`src/rtl/signed_mul_pkg.sv`:
```
// Shared definitions for the multiplier/divider blocks: default operand
// width and the common IDLE/CALC/DONE state enumeration.
package signed_mul_pkg;

  localparam int unsigned MUL_W = 16;

  typedef enum logic [1:0] {
    IDLE = 2'd0,
    CALC = 2'd1,
    DONE = 2'd2
  } mul_state_e;

endpackage

```
`src/rtl/signed_multiplier_booth_step.sv`:
```
// booth_step: one radix-2 Booth iteration. Adds/subtracts the
// sign-extended multiplicand into the W+1 bit accumulator according to
// {q[0],q_1}, then arithmetic-shifts {a,q,q_1} right by one.
module booth_step
  import signed_mul_pkg::*;
#(
  parameter int unsigned W = MUL_W
) (
  input  logic [W:0]   a,
  input  logic [W-1:0] q,
  input  logic         q_1,
  input  logic [W-1:0] m,
  output logic [W:0]   a_nxt,
  output logic [W-1:0] q_nxt,
  output logic         q_1_nxt
);

  logic [W:0] m_ext;
  logic [W:0] sum;

  assign m_ext = {m[W-1], m};

  // Booth recode, then arithmetic shift of the combined register
  always_comb begin
    sum = a;
    case ({q[0], q_1})
      2'b01:   sum = a + m_ext;
      2'b10:   sum = a - m_ext;
      default: sum = a;
    endcase
    a_nxt   = {sum[W], sum[W:1]};
    q_nxt   = {sum[0], q[W-1:1]};
    q_1_nxt = q[0];
  end

endmodule

```
`src/rtl/signed_multiplier.sv`:
```
// signed_multiplier: sequential radix-2 Booth multiplier, W Booth steps
// per operation, done pulses W+1 cycles after the start edge.
// Optional overflow flag enabled by defining SIGNED_MUL_OVF_EN.
module signed_multiplier
  import signed_mul_pkg::*;
#(
  parameter int unsigned W = MUL_W
) (
  input  logic           clk,
  input  logic           rst,
  input  logic           st,
  input  logic [W-1:0]   mcand,
  input  logic [W-1:0]   mplier,
  output logic [2*W-1:0] prod,
  output logic           busy,
  output logic           done
`ifdef SIGNED_MUL_OVF_EN
  ,
  output logic           ovf
`endif
);

  localparam int unsigned CW = $clog2(W + 1);

  mul_state_e     state, state_nxt;
  logic [W:0]     a;
  logic [W-1:0]   m;
  logic [W-1:0]   q;
  logic           q_1;
  logic [CW-1:0]  cnt;
  logic [W:0]     a_step;
  logic [W-1:0]   q_step;
  logic           q_1_step;
  logic           start;
  logic           last;
  logic [2*W-1:0] prod_nxt;

  // Start is honoured only outside CALC; last is the cycle after the Wth step
  assign start    = st && (state != CALC);
  assign last     = (cnt == CW'(W));
  assign busy     = (state == CALC);
  assign prod_nxt = {a[W-1:0], q};

  booth_step #(.W(W)) u_step (
    .a       (a),
    .q       (q),
    .q_1     (q_1),
    .m       (m),
    .a_nxt   (a_step),
    .q_nxt   (q_step),
    .q_1_nxt (q_1_step)
  );

  // State register
  always_ff @(posedge clk or posedge rst) begin
    if (rst) state <= IDLE;
    else     state <= state_nxt;
  end

  // Next-state logic
  always_comb begin
    state_nxt = state;
    case (state)
      IDLE:    if (st) state_nxt = CALC;
      CALC:    if (last) state_nxt = DONE;
      DONE:    state_nxt = st ? CALC : IDLE;
      default: state_nxt = IDLE;
    endcase
  end

  // Operand capture, Booth iterations and result load
  always_ff @(posedge clk or posedge rst) begin
    if (rst) begin
      a    <= '0;
      m    <= '0;
      q    <= '0;
      q_1  <= 1'b0;
      cnt  <= '0;
      prod <= '0;
      done <= 1'b0;
    end else begin
      done <= 1'b0;
      if (start) begin
        m   <= mcand;
        q   <= mplier;
        a   <= '0;
        q_1 <= 1'b0;
        cnt <= '0;
      end else if (state == CALC) begin
        if (last) begin
          prod <= prod_nxt;
          done <= 1'b1;
        end else begin
          a   <= a_step;
          q   <= q_step;
          q_1 <= q_1_step;
          cnt <= cnt + CW'(1);
        end
      end
    end
  end

`ifdef SIGNED_MUL_OVF_EN
  logic [W:0] top_bits;
  assign top_bits = prod_nxt[2*W-1:W-1];

  // Overflow flag updated alongside prod
  always_ff @(posedge clk or posedge rst) begin
    if (rst)                        ovf <= 1'b0;
    else if (state == CALC && last) ovf <= !((&top_bits) || !(|top_bits));
  end
`endif

endmodule

```
`config.mk`:
```
export PLATFORM = sky130hd
export DESIGN_NAME = signed_multiplier
export DESIGN_NICKNAME = d
export VERILOG_FILES = /design/src/rtl/signed_mul_pkg.sv /design/src/rtl/signed_multiplier_booth_step.sv /design/src/rtl/signed_multiplier.sv
export SDC_FILE = /design/constraint.sdc
export NUM_CORES = 1
export LEC_CHECK = 0
export CORE_MARGIN = 3
export CORE_UTILIZATION = 24
export DETAILED_ROUTE_END_ITERATION = 10
export PLACE_DENSITY = 0.47
export SYNTH_ARGS = -nofsm -noshare
export SYNTH_HDL_FRONTEND = slang
export SYNTH_SLANG_ARGS = --single-unit
```
`constraint.sdc`:
```
create_clock -name clk -period 7.2 [get_ports clk]
set_input_delay 0.72 -clock clk [delete_from_list [all_inputs] [get_ports clk]]
set_output_delay 0.72 -clock clk [all_outputs]
set_load 0.05 [all_outputs]
```
==> metrics.cfg, run 1 <==
[global_routing]
grt_pass1_vias=3878
track_usage=0.113
antenna_found_initial=0
grt_pass1_wl_um=19600
grt_max_degree=54
globalRouteOverflowTotal=0

[timing]
final-hold-violation-count=0
fin_tns_setup_ns=0
fmax_mhz=281
min_period_ns=3.56
rsz0062_at_grt=false
setup_viol=0
period_share=0.494
max_slew_margin=0.269
worst_slew_pin_slew_ns=1.09
clock_skew_ns=0.00807
slew_viol_final=0

[detailed_routing]
drt_iter0_drc=236
dr.pass1.iters=5
routed_wl_um=11500
via_per_inst=4.36
wl_per_cell_um=13.3
ant_nets=0
drc=0
via_count=3759

[logic_synthesis]
syn-num-nets=597
synth_cell_types=42
async_reset_ff_frac=1.00
synth_seq_cells=89
avgSynthCellArea_um2=8.59
synth_flop_cell=dfrtp_1
synth_edf_count=0
ys_warn_count=0
postSynthCellCount=541
yosysSeqAreaShare=0.479
netlist_area_um2=4650

[setup_path]
required_ns=7.47
reg2regPathDepth=12
cp_cell_sequence=or4_4 -> nor3_4 -> and3b_4 -> a21oi_1 -> xnor2_1 -> ha_1 -> a21o_1 -> o21bai_1 -> a221oi_1 -> o21ai_0 -> xnor3_1 -> o21ai_1
r2r_start=m[5]$_DFFE_PP0P_
path_buf_inv=0
crit_slowest_cell=or4_4
path_class=register to register
crit_path_start_kind=register
slowest_delay_ns=0.58
cp_max_fo=4
r2r-end=a[15]$_DFFE_PP0P_
end_kind=register
rrSetupSlack_ns=3.64
crit_family=compound AO/OA/AOI/OAI gates
crit_arrival_ns=3.83

[clock_tree]
h-tree-depth=3
clock-sinks=89
clk_pin_slew_ns=0.06
cts_buffers=9
post_cts_resized=0
cts.path.max_buffers=2
cts_hold_buffers=0
cts_setup_buffers=0
insertion_delay_ns=0.34
clockRootBuffer=clkbuf_16
cts_tree=done

[layout]
areaGrowthSynthToFinish_pct=26.1
nNetsFinal=655
antenna_cells=0
drive_gt1_frac=0.0498

[hold_path]
min_path_type=register to register
worstHoldPathCells=2
holdPathEnd=prod[5]$_DFFE_PP0P_
worstHoldStart=prod[5]$_DFFE_PP0P_

[floorplanning]
die-width_um=145
start_util=0.247
die_y_um=145
rows=50
coreArea_um2=18800
io-pin-count=69
die_area_um2=21100

[flow_run]
maxCapViolCount=0

[placed_design]
dpl.hpwl_um=8400
io_buffers=68
gp_congestion=0.841

[status]
status=finished clean

-- worst register-to-register path: stages, from the launching register on --
cell and delay [ns]:
dfrtp_1 0.41, or4_4 0.58, nor3_4 0.16, and3b_4 0.24
a21oi_1 0.08, xnor2_1 0.16, ha_1 0.33, a21o_1 0.22
o21bai_1 0.17, a221oi_1 0.46, o21ai_0 0.21, xnor3_1 0.35
o21ai_1 0.12
-- flip-flops by register name, indices dropped and copies added (netlist names) --
signal,flops
done,1
state,2
q,16
a,16
q_1,1
cnt,5
prod,32
m,16
-- worst max-delay path by stage --
| stage | cells after the start | endpoint | from | slack (ns) |
|---|---|---|---|---|
| global route | 12 | a[15]$_DFFE_PP0P_ | q_1$_DFFE_PP0P_ | 3.51 |
| finish | 12 | a[15]$_DFFE_PP0P_ | m[5]$_DFFE_PP0P_ | 3.64 |
| detailed placement | 12 | a[15]$_DFFE_PP0P_ | m[5]$_DFFE_PP0P_ | 3.67 |
| global placement | 12 | a[15]$_DFFE_PP0P_ | m[5]$_DFFE_PP0P_ | 3.79 |
| floorplan | 12 | a[15]$_DFFE_PP0P_ | m[5]$_DFFE_PP0P_ | 3.98 |
| CTS | 12 | a[15]$_DFFE_PP0P_ | m[5]$_DFFE_PP0P_ | 3.65 |
-- cells in the final DEF (no fill, tap or decap), types with 2 or more instances in the layout --
master	count
nand2_1	180
dfrtp_1	89
clkdlybuf4s50_1	68
a21oi_1	30
o21ai_0	27
nand3_1	26
nor2_1	25
ha_1	20
xnor2_1	19
inv_1	17
a22oi_1	15
xor2_1	11
clkbuf_16	9
o211ai_1	8
nand2b_1	6
clkinv_2	5
a31oi_1	4
buf_4	4
nor3_1	3
a211oi_1	3
a21o_1	3
o31ai_1	2
nor3b_1	2
o21a_1	2
o21ai_1	2
or3_1	2
-- cell type report --
class                   instances  area [um^2]
clock inverters                 6         36.3
inverters                      18         68.8
clock buffers                   9          225
multi-input cells             409         2270
flip-flops and latches         89         2230
repair buffers                 72          711
fillers                      1985        13000
well taps                     260          325
-- Yosys cell counts, drive strengths merged (3+ instances only) --
master	instances	share of area
nand2	180	0.15
nand2b	6	0.0081
buf	3	0.0027
nor3	4	0.0067
a21oi	31	0.034
a211oi	4	0.0075
a21o	3	0.0048
xor2	11	0.021
nor2	27	0.022
a31oi	4	0.0054
o21ai	29	0.031
xnor2	19	0.036
a22oi	15	0.024
clkbuf	22	0.018
dfrtp	89	0.48
o211ai	8	0.013
nand3	26	0.028
inv	18	0.015
ha	20	0.054
-- metrics by stage --
stage	std cells	instance area, um^2	hold WS, ns	setup WS [ns]	utilization
6_report	863	5860	0.471	3.64	0.311
5_1_grt	863	5860	0.494	3.51	0.311
4_1_cts	863	5860	0.478	3.65	0.311
3_5_place_dp	848	5600	0.462	3.67	0.297
3_3_place_gp	848	5600	0.461	3.79	0.297
2_1_floorplan	541	4650	0.438	3.98	-
-- kinds of logic (layout without fill, tap and decap cells) --
kind of cell	Yosys count	after routing	share of synthesized area
adders and majority gates	21	21	0.0582
buffers and inverters	43	105	0.0350
AOI/OAI and AO/OA	103	103	0.136
muxes	2	2	0.00458
DFF	89	89	0.479
xor gates and xnor gates	31	31	0.0614
and+or+nand+nor	252	252	0.226
-- routing by layer --
metal | vias up | wire, um | global-route usage
li1 | 1928 | - | -
met1 | 1752 | 5680 | 0.156
met2 | 67 | 5220 | 0.178
met3 | 12 | 416 | 0.0197
met4 | 0 | 185 | 0.0427
met5 | - | 0 | 0
Power of run 1 is not shown: default switching activity piles up to over one toggle a cycle in this logic, so the estimate is an artifact.
==> run 2: changes to the inputs <==
Settings changed: PLACE_DENSITY 0.47 to 0.48.
Clock period 7.2 ns to 3.1 ns, I/O delays scaled along.
==> metrics.cfg, run 2 (synthesized netlist as in run 1, its figures left out) <==
[status]
status=complete, but fails checks
violations=negative setup slack

[layout]
largest_reg_flops=32
final_common_cell=nand2_1
areaGrowthSynthToFinish_pct=31.2
nNetsFinal=674
drive_gt1_frac=0.0997
antenna_cells=0
design_area_um2=6090
top_register=prod
mostFrequentLayoutCells=179 x nand2_1, 89 x dfrtp_1, 68 x clkdlybuf4s50_1

[clock_tree]
cts.path.max_buffers=2
cts_hold_buffers=0
clock-sinks=89
cts_buffers=9
clockRootBuffer=clkbuf_16
clk_pin_slew_ns=0.07
insertion_delay_ns=0.35
h-tree-depth=3
cts_tree=done

[placed_design]
dpl.hpwl_um=8710
gp_congestion=0.832
placed_area_um2=5740
io_buffers=68

[flow_run]
maxCapViolCount=0

[setup_path]
rrSetupSlack_ns=-0.02
path_class=register to register
required_ns=3.32
cp_max_fo=3
crit_arrival_ns=3.34
crit_path_start_kind=register
end_kind=register

[global_routing]
track_usage=0.115
antenna_found_initial=0
grt_max_degree=56
grt_pass1_wl_um=19900
globalRouteOverflowTotal=0
grt_pass1_vias=3874

[detailed_routing]
routed_wl_um=12000
wl_per_cell_um=13.6
drc=0
ant_nets=0
drt_iter0_drc=245
via_count=3900
dr.pass1.iters=4
via_per_inst=4.42

[floorplanning]
die_area_um2=21100
coreArea_um2=18800
io-pin-count=69
rows=50
start_util=0.247
die_y_um=145
die-width_um=145

[timing]
whs_ns=0.363
rsz0062_at_grt=true
min_period_ns=3.12
slew_viol_final=0
setup_viol=2
max_slew_margin=0.369
setup_ws_ns=-0.0211
worst_slew_pin_slew_ns=0.944
fmax_mhz=320
clock_skew_ns=0.0116
final-hold-violation-count=0
period_share=1.01

[hold_path]
min_path_type=input port to async pin

[run 2: repair_timing]
action	4_1_cts	5_1_grt
gates resized for setup	0	16
buffers inserted	0	5
endpoints found under the setup margin	0	6
[run 2: area by class of cell]
cell class	count	area [um^2]
flip-flops and latches	89	2230
clock inverters	6	48.8
multi-input cells	409	2330
well taps	260	325
clock buffers	9	225
fillers	1983	12700
inverters	18	68.8
repair buffers	91	866
[run 2: final timing paths]
| check | startpoint | to | cells past startpoint |
|---|---|---|---|
| max reg2reg | m[4]$_DFFE_PP0P_ | a[14]$_DFFE_PP0P_ | 13 |
| min reg2reg | prod[27]$_DFFE_PP0P_ | prod[27]$_DFFE_PP0P_ | 2 |
| max | m[4]$_DFFE_PP0P_ | a[14]$_DFFE_PP0P_ | 13 |
| min | rst | prod[1]$_DFFE_PP0P_ | 2 |
| min in group clk | prod[27]$_DFFE_PP0P_ | prod[27]$_DFFE_PP0P_ | 2 |
| max in group asynchronous | rst | m[5]$_DFFE_PP0P_ | 3 |
[run 2: worst max-delay path: stages (launching register included)]
cell and delay [ns]:
dfrtp_1 0.38, or4_4 0.55, nor3_4 0.22, and3b_4 0.23, a21oi_2 0.06, xnor2_1 0.13
ha_1 0.33, a21o_1 0.21, buf_4 0.15, a31oi_1 0.16, o21ai_1 0.09, a31oi_1 0.20
xor2_1 0.19, o211ai_1 0.11
[run 2: metrics by stage]
stage / TNS (ns) / instances / setup slack [ns] / utilization
2_1_floorplan: 0 / 541 / 0.0161 / -
3_3_place_gp: 0 / 865 / 0.0447 / 0.305
3_5_place_dp: 0 / 865 / 0.0337 / 0.305
4_1_cts: 0 / 880 / 0.00311 / 0.320
5_1_grt: -0.514 / 882 / -0.147 / 0.324
6_report: -0.0352 / 882 / -0.0211 / 0.324
[run 2: layer usage]
| metal | wire (um) | global-route usage |
|---|---|---|
| met1 | 5950 | 0.160 |
| met2 | 5520 | 0.181 |
| met3 | 375 | 0.0178 |
| met4 | 163 | 0.0432 |
| met5 | 0 | 0 |
Power of run 2 is left out for the same reason.
==> run 3: changes to the inputs <==
Settings changed: PLACE_DENSITY 0.48 to 0.47.
Clock period 3.1 ns to 3.2 ns, I/O delays scaled along.
==> metrics.cfg, run 3 (synthesized netlist as in run 1, its figures left out) <==
[status]
status=finished clean

[setup_path]
end_kind=register
r2r-end=a[13]$_DFFE_PP0P_
reg2regPathDepth=12
crit_path_start_kind=register
r2r_start=m[6]$_DFFE_PP0P_
required_ns=3.41
rrSetupSlack_ns=0.13
path_class=register to register
cp_max_fo=3
crit_arrival_ns=3.28

[detailed_routing]
wl_per_cell_um=13.4
dr.pass1.iters=4
via_per_inst=4.31
drt_iter0_drc=224
drc=0
via_count=3799
ant_nets=0
routed_wl_um=11800

[placed_design]
gp_congestion=0.799
dpl.hpwl_um=8680
io_buffers=68

[timing]
min_period_ns=3.07
max_slew_margin=0.360
clock_skew_ns=0.00850
period_share=0.958
fin_tns_setup_ns=0
final-hold-violation-count=0
rsz0062_at_grt=true
fmax_mhz=326
slew_viol_final=0
worst_slew_pin_slew_ns=0.958
setup_viol=0

[clock_tree]
h-tree-depth=3
cts_hold_buffers=0
clock-sinks=89
cts.path.max_buffers=2
clockRootBuffer=clkbuf_16
insertion_delay_ns=0.34
cts_tree=done
clk_pin_slew_ns=0.06
cts_buffers=9

[global_routing]
grt_pass1_vias=3820
antenna_found_initial=0
grt_pass1_wl_um=19800
globalRouteOverflowTotal=0
grt_max_degree=43
track_usage=0.114

[floorplanning]
die_y_um=145
die_area_um2=21100
io-pin-count=69
die-width_um=145
coreArea_um2=18800
start_util=0.247
rows=50

[layout]
antenna_cells=0
nNetsFinal=674
top_register=prod
largest_reg_flops=32
areaGrowthSynthToFinish_pct=30.5
final_common_cell=nand2_1
drive_gt1_frac=0.0934
mostFrequentLayoutCells=180 x nand2_1, 89 x dfrtp_1, 68 x clkdlybuf4s50_1

[flow_run]
maxCapViolCount=0

[hold_path]
min_path_type=input port to async pin

## run 3: cell count changes in the layout (fill, tap and decap cells not counted), sizes merged
cell and delta:
clkinv +3, inv -4
## run 3: per-stage QoR
stage / hold WS [ns] / cells / area, um^2 / setup slack [ns] / util
final: 0.395 / 881 / 6060 / 0.133 / 0.322
after global routing: 0.462 / 881 / 6060 / -0.0679 / 0.322
after CTS: 0.416 / 879 / 5990 / 0.00875 / 0.318
after detailed placement: 0.461 / 865 / 5730 / 0.0243 / 0.304
after global placement: 0.460 / 865 / 5730 / 0.0856 / 0.304
after floorplan: 0.425 / 541 / 4650 / 0.0434 / -
## run 3: worst max path at each step
stage | from | to
final | m[6]$_DFFE_PP0P_ | a[13]$_DFFE_PP0P_
after global routing | m[3]$_DFFE_PP0P_ | a[13]$_DFFE_PP0P_
after CTS | m[5]$_DFFE_PP0P_ | a[15]$_DFFE_PP0P_
after detailed placement | m[5]$_DFFE_PP0P_ | a[15]$_DFFE_PP0P_
after global placement | m[6]$_DFFE_PP0P_ | a[15]$_DFFE_PP0P_
after floorplan | m[5]$_DFFE_PP0P_ | a[15]$_DFFE_PP0P_
## run 3: final cells by class
class / instances / area, um^2
fillers: 1970 / 12800
multi-input cells: 409 / 2330
flip-flops and latches: 89 / 2230
repair buffers: 91 / 857
well taps: 260 / 325
clock buffers: 9 / 225
inverters: 18 / 68.8
clock inverters: 5 / 32.5
## run 3: metal layers
metal	vias to the layer above	routed length, um	GRT usage
met1	1773	6040	0.160
met3	13	305	0.0194
met2	62	5250	0.175
met5	-	0	0
li1	1951	-	-
met4	0	194	0.0423
## run 3: repair_timing
item	in CTS	in global routing
setup endpoints to repair	0	4
buffers inserted	0	3
gates resized for setup	0	14
## run 3: worst max-delay path, stage by stage (launching register included)
cell,delay (ns)
dfrtp_1,0.39
or4_4,0.54
nor3_4,0.23
and3b_4,0.23
a21oi_2,0.06
xnor2_1,0.19
ha_1,0.28
a21o_1,0.21
o21bai_4,0.17
a221oi_2,0.28
buf_4,0.16
xor2_2,0.12
o211ai_1,0.10
Power of run 3 is left out for the same reason.
